--- config.mk ---
export PLATFORM = sky130hd
export DESIGN_NAME = register_file
export DESIGN_NICKNAME = d
export VERILOG_FILES = /design/src/rtl/regfile_pkg.sv /design/src/rtl/register_file_reg_cell.sv /design/src/rtl/register_file.sv
export SDC_FILE = /design/constraint.sdc
export NUM_CORES = 1
export LEC_CHECK = 0
export ABC_AREA = 1
export BUFFER_PORTS_ARGS = -buffer_cell sky130_fd_sc_hd__buf_2
export CORE_MARGIN = 1.5
export CORE_UTILIZATION = 54
export CTS_CLUSTER_SIZE = 20
export DETAILED_ROUTE_END_ITERATION = 10
export PLACE_DENSITY = 0.78
export SLEW_MARGIN = 5
export SYNTH_ARGS = -nofsm -noshare
export SYNTH_HDL_FRONTEND = slang
export SYNTH_SLANG_ARGS = --single-unit
--- constraint.sdc ---
create_clock -name clk -period 1.5 [get_ports clk]
set_clock_uncertainty 0.2 [all_clocks]
set_input_delay 0.3 -clock clk [delete_from_list [all_inputs] [get_ports clk]]
set_output_delay 0.3 -clock clk [all_outputs]
set_load 0.02 [all_outputs]
--- src/rtl/regfile_pkg.sv ---
// regfile_pkg
//   Shared defaults and types for the datapath register file.
//   RF_WIDTH_DEFAULT : default bits per register word
//   RF_DEPTH_DEFAULT : default number of registers
//   rf_word_t        : one default-width register word
package regfile_pkg;

  localparam int RF_WIDTH_DEFAULT = 16;
  localparam int RF_DEPTH_DEFAULT = 8;

  typedef logic [RF_WIDTH_DEFAULT-1:0] rf_word_t;

endpackage : regfile_pkg

--- src/rtl/register_file_reg_cell.sv ---
// reg_cell
//   One storage word of the register file with synchronous active-high
//   reset and a load enable.
//   clk   : clock, state updates on rising edge
//   reset : synchronous active-high clear
//   load  : when high, the word captures din on the next edge
//   din   : data to store
//   dout  : stored word
module reg_cell import regfile_pkg::*; #(
  parameter int WIDTH = RF_WIDTH_DEFAULT
) (
  input  logic             clk,
  input  logic             reset,
  input  logic             load,
  input  logic [WIDTH-1:0] din,
  output logic [WIDTH-1:0] dout
);

  logic [WIDTH-1:0] word_d;
  logic [WIDTH-1:0] word_q;

  // Next-state selection: hold unless loaded.
  always_comb begin
    word_d = word_q;
    if (load) begin
      word_d = din;
    end else begin
      word_d = word_q;
    end
  end

  // Storage flop with synchronous clear.
  always_ff @(posedge clk) begin
    if (reset) begin
      word_q <= {WIDTH{1'b0}};
    end else begin
      word_q <= word_d;
    end
  end

  assign dout = word_q;

endmodule : reg_cell

--- src/rtl/register_file.sv ---
// register_file
//   DEPTH x WIDTH register file with one synchronous write port and two
//   registered read ports, optional hardwired zero register and optional
//   write-to-read bypass.
//   clk              : clock, all state updates on rising edge
//   reset            : synchronous active-high; clears words and outputs
//   we/waddr/wdata   : write port
//   raddr_a/raddr_b  : read addresses, sampled every edge
//   rdata_a/rdata_b  : registered read data (1-cycle latency)
module register_file import regfile_pkg::*; #(
  parameter int WIDTH    = RF_WIDTH_DEFAULT,
  parameter int DEPTH    = RF_DEPTH_DEFAULT,
  parameter bit ZERO_REG = 1'b1,
  parameter bit BYPASS   = 1'b1,
  localparam int ADDR_W  = $clog2(DEPTH)
) (
  input  logic              clk,
  input  logic              reset,
  input  logic              we,
  input  logic [ADDR_W-1:0] waddr,
  input  logic [WIDTH-1:0]  wdata,
  input  logic [ADDR_W-1:0] raddr_a,
  input  logic [ADDR_W-1:0] raddr_b,
  output logic [WIDTH-1:0]  rdata_a,
  output logic [WIDTH-1:0]  rdata_b
);

  // One extra bit so DEPTH itself is representable for range checks.
  localparam logic [ADDR_W:0] DEPTH_L = (ADDR_W+1)'(DEPTH);

  logic [WIDTH-1:0] cell_q [DEPTH];
  logic             wr_en_s;
  logic [WIDTH-1:0] stored_a_s;
  logic [WIDTH-1:0] stored_b_s;
  logic [WIDTH-1:0] rdata_a_d;
  logic [WIDTH-1:0] rdata_a_q;
  logic [WIDTH-1:0] rdata_b_d;
  logic [WIDTH-1:0] rdata_b_q;

  // Address lies inside the implemented words (matters for non-power-of-two DEPTH).
  function automatic logic in_range(input logic [ADDR_W-1:0] addr);
    return ({1'b0, addr} < DEPTH_L);
  endfunction

  // Address names the hardwired zero register.
  function automatic logic is_zero_reg(input logic [ADDR_W-1:0] addr);
    return ZERO_REG && (addr == {ADDR_W{1'b0}});
  endfunction

  // Read-port selection shared by both ports. Priority: zero register,
  // out-of-range, bypass of an effective write, then stored contents.
  function automatic logic [WIDTH-1:0] read_sel(
    input logic [ADDR_W-1:0] raddr,
    input logic [WIDTH-1:0]  stored,
    input logic              wr_en,
    input logic [ADDR_W-1:0] wr_addr,
    input logic [WIDTH-1:0]  wr_data
  );
    logic [WIDTH-1:0] res;
    if (is_zero_reg(raddr)) begin
      res = {WIDTH{1'b0}};
    end else if (!in_range(raddr)) begin
      res = {WIDTH{1'b0}};
    end else if (BYPASS && wr_en && (raddr == wr_addr)) begin
      res = wr_data;
    end else begin
      res = stored;
    end
    return res;
  endfunction

  // A write only takes effect to an implemented, writable word.
  assign wr_en_s = we && in_range(waddr) && !is_zero_reg(waddr);

  // Storage words; word 0 is a constant when the zero register is enabled.
  for (genvar i = 0; i < DEPTH; i++) begin : g_cell
    if (ZERO_REG && (i == 0)) begin : g_zero
      assign cell_q[i] = {WIDTH{1'b0}};
    end else begin : g_word
      reg_cell #(.WIDTH(WIDTH)) u_cell (
        .clk   (clk),
        .reset (reset),
        .load  (wr_en_s && (waddr == ADDR_W'(i))),
        .din   (wdata),
        .dout  (cell_q[i])
      );
    end
  end

  // Pre-edge word lookup for both read ports; unmatched addresses yield zero.
  always_comb begin
    stored_a_s = {WIDTH{1'b0}};
    stored_b_s = {WIDTH{1'b0}};
    for (int i = 0; i < DEPTH; i++) begin
      if (raddr_a == ADDR_W'(i)) begin
        stored_a_s = cell_q[i];
      end else begin
        stored_a_s = stored_a_s;
      end
      if (raddr_b == ADDR_W'(i)) begin
        stored_b_s = cell_q[i];
      end else begin
        stored_b_s = stored_b_s;
      end
    end
  end

  // Next read data for each port.
  always_comb begin
    rdata_a_d = read_sel(raddr_a, stored_a_s, wr_en_s, waddr, wdata);
    rdata_b_d = read_sel(raddr_b, stored_b_s, wr_en_s, waddr, wdata);
  end

  // Registered read outputs with synchronous clear.
  always_ff @(posedge clk) begin
    if (reset) begin
      rdata_a_q <= {WIDTH{1'b0}};
      rdata_b_q <= {WIDTH{1'b0}};
    end else begin
      rdata_a_q <= rdata_a_d;
      rdata_b_q <= rdata_b_d;
    end
  end

  assign rdata_a = rdata_a_q;
  assign rdata_b = rdata_b_q;

endmodule : register_file

==> flow_summary.yaml <==
pwr:
  power_density_mw_per_mm2: 1150
  power_uw: 9820
  seq_power_share_pct: 40.6
  p_leak_uw: 0.00329
  clkPwrFrac_pct: 49.4
  switching_power_uw: 2320
  peakVddDrop_mv: 0.878
  internal_power_uw: 7500
  comb_power_share_pct: 10.1
  switching_share_pct: 23.6
logic_synthesis:
  synth_xor_area_share_pct: 0.749
  synthMuxAreaShare_pct: 0
  synth_top_family_by_area: "simple AND/OR/NAND/NOR gates"
  synth_nets: 1059
  synthSimpleGateAreaFrac_pct: 35.8
  syn_inst: 1031
  netlist-cell-type-count: 24
  synth-adder-area-share_pct: 0
  synth_compound_area_share_pct: 14.1
  ys_seq_elements: 144
  synth_area_sq_mm: 0.00702
  avgSynthCellArea_sq_um: 6.81
  synth_seq_area_share_pct: 41.1
  yosysWarnings: 0
finish:
  fill_cells: 1072
  instances_no_fill: 1265
  drive_above_1_share_pct: 16.2
  seq_area_sq_mm: 0.00288
  stdcell_area_sq_mm: 0.00851
  diodes: 0
  multi_input_area_sq_mm: 0.00356
  nets: 1108
  fin_util_pct: 67.2
  area_growth_pct: 21.3
job:
  maxCapViolations: 0
min_path:
  holdPathStages: 3
  min-delay-start: "wdata[6]"
  whs_endpoint: "g_cell[4].g_word.u_cell.dout[6]"
  min_path_type: "in2reg"
die:
  die_area_sq_mm: 0.0137
  die_h_um: 117
  io_pins: 60
  initial_utilization_pct: 55.4
  die_x_um: 117
  num_rows: 41
  core_area_sq_mm: 0.0127
drt:
  vias_per_cell: 5.68
  antenna_left: 0
  wl_per_cell_um: 16.3
  drc: 0
  routed_wirelength_um: 20600
  dr.first_iter.drc_count: 758
  first_pass_iters: 7
  num_vias: 7179
setup_path:
  worstSetupStartpointType: "register"
  r2r_cells: 6
  worstPathMaxFanout: 1
  crit_type: "reg2out"
  rr_startpoint: "g_cell[1].g_word.u_cell.dout[1]"
  crit_path_end_kind: "output pin"
  slowest_delay_ns: 0.34
  cp_cell_sequence: "buf_2"
  r2r-end: "rdata_a[1]"
  slowest_stage: "dfxtp_1"
  regToRegSetupSlack_ns: 0.13
  cp.buffers_inverters: 1
  crit_family: "flip-flops"
  crit_arrival_ns: 0.94
  cp_data_required_time_ns: 1.00
clock_network:
  post_cts.repair.setup_buffers: 0
  postCtsHoldBufs: 0
  cts.sinks: 144
  cts.reportedPaths.clkPinSlew_ns: 0.06
  cts.path.max_buffers: 2
  htree_levels: 4
  clock_tree.root_cell: "clkbuf_16"
  clk-insertion-delay-late_ns: 0.43
  cts_tree: "yes"
  cts_buffers: 17
placement:
  numPortBuffers: 59
  dp.cells: 1233
  placed_area_sq_mm: 0.00783
  gp_congestion: 0.950
  hpwl_um: 14000
global_route:
  gr-total-overflow: 0
  first_global_vias: 6473
  grt_pass1_wl_um: 33600
  grtUsageTotal_pct: 31.9
  grt_max_degree: 66
  antenna_found_initial: 0
sta:
  slew_violations: 0
  hold_violations: 0
  period_needed_ns: 1.44
  finalCritPeriodShare_pct: 96.2
  worst_pin_slew_ns: 0.513
  rsz0062_at_grt: "no"
  hold_ws_ns: 0.0208
  finalSetupViolCount: 0
  fmax_mhz: 693
  slew_headroom_pct: 65.8
outcome:
  status: "completed"
==> area by class of cell <==
cell class | count | area share, %
Timing Repair Buffer | 112 | 11.4
Tap cell | 172 | 2.53
Clock inverter | 7 | 1.97
Sequential cell | 144 | 33.9
Inverter | 51 | 2.31
Clock buffer | 25 | 6.06
Multi-Input combinational cell | 754 | 41.9
==> sequential cells by signal, summed over array words and instances, names as in the netlist <==
name                       count
rdata_b                       16
rdata_a                       16
g_cell.g_word.u_cell.dout    112
==> metrics by stage <==
stage | setup slack, ns | setup TNS [ns]
after global routing | 0.00412 | 0
after CTS | 0.0758 | 0
after global placement | -0.232 | -8.01
final | 0.0568 | 0
after floorplan | -0.0141 | -0.141
after detailed placement | -0.254 | -10.29
==> cell families after synthesis <==
family	after synthesis
simple gates	569
xor+xnor	6
flops	144
buf+inv	133
compound gates	179
==> power by group through the flow <==
stage / clock [uW] / combinational (uW) / sequential [uW]
6_report: 4850 / 988 / 3990
5_1_grt: 5010 / 1070 / 4000
4_1_cts: 4860 / 970 / 3990
3_5_place_dp: 0 / 963 / 4070
3_3_place_gp: 0 / 950 / 4070
2_1_floorplan: 0 / 556 / 4100
==> metal layers <==
metal / part of all wire [%] / routed length, um / vias to the layer above / global-route usage, %
li1: - / - / 3523 / -
met1: 43 / 8940 / 3222 / 43.7
met2: 43 / 8800 / 390 / 49.0
met3: 12 / 2460 / 44 / 8.19
met4: 1.9 / 400 / 0 / 11.2
met5: 0 / 0 / - / 0
==> cell usage after synthesis <==
cell	number	area, sq um
nor3_2	1	10.0
nand4_1	96	601
nor2_4	2	22.5
o21ai_0	4	20.0
inv_1	35	131
clkbuf_1	51	191
nor2_2	2	12.5
nor2_1	165	619
nand3_2	3	30.0
inv_4	1	6.26
a211oi_1	32	240
a31oi_2	2	25.0
nand3_4	1	17.5
dfxtp_1	144	2880
buf_6	3	33.8
o21ai_1	60	300
a21oi_1	81	405
inv_2	15	56.3
nand4_2	2	25.0
buf_2	21	105
xnor2_1	6	52.6
buf_4	7	52.6
nor3_4	5	81.3
nand2_1	292	1100
==> worst max path at each step <==
| stage | from | end | slack, ns | cells past startpoint |
|---|---|---|---|---|
| finish | rdata_b[10] | rdata_b[10] | 0.06 | 1 |
| global route | g_cell[1].g_word.u_cell.dout[5] | rdata_a[5] | 0.004 | 6 |
| CTS | rdata_b[10] | rdata_b[10] | 0.08 | 1 |
| global placement | raddr_b[1] | rdata_b[14] | -0.23 | 8 |
| floorplan | waddr[1] | g_cell[2].g_word.u_cell.dout[10] | -0.01 | 7 |
| detailed placement | raddr_b[1] | rdata_b[14] | -0.25 | 8 |
==> what timing repair did <==
action,in CTS,in global routing
hold endpoints to repair,0,0
endpoints found under the setup margin,0,1
gates resized for setup,0,2
==> layout by cell type, fill, tap and decap left out, drive strengths merged, types with 25 or more instances in the layout <==
master    n
o21ai    64
dfxtp   144
buf     112
nand4    98
nand2   292
a21oi    81
clkbuf   25
inv      53
nor2    169
a211oi   32
(Power assumes the default switching activity.)
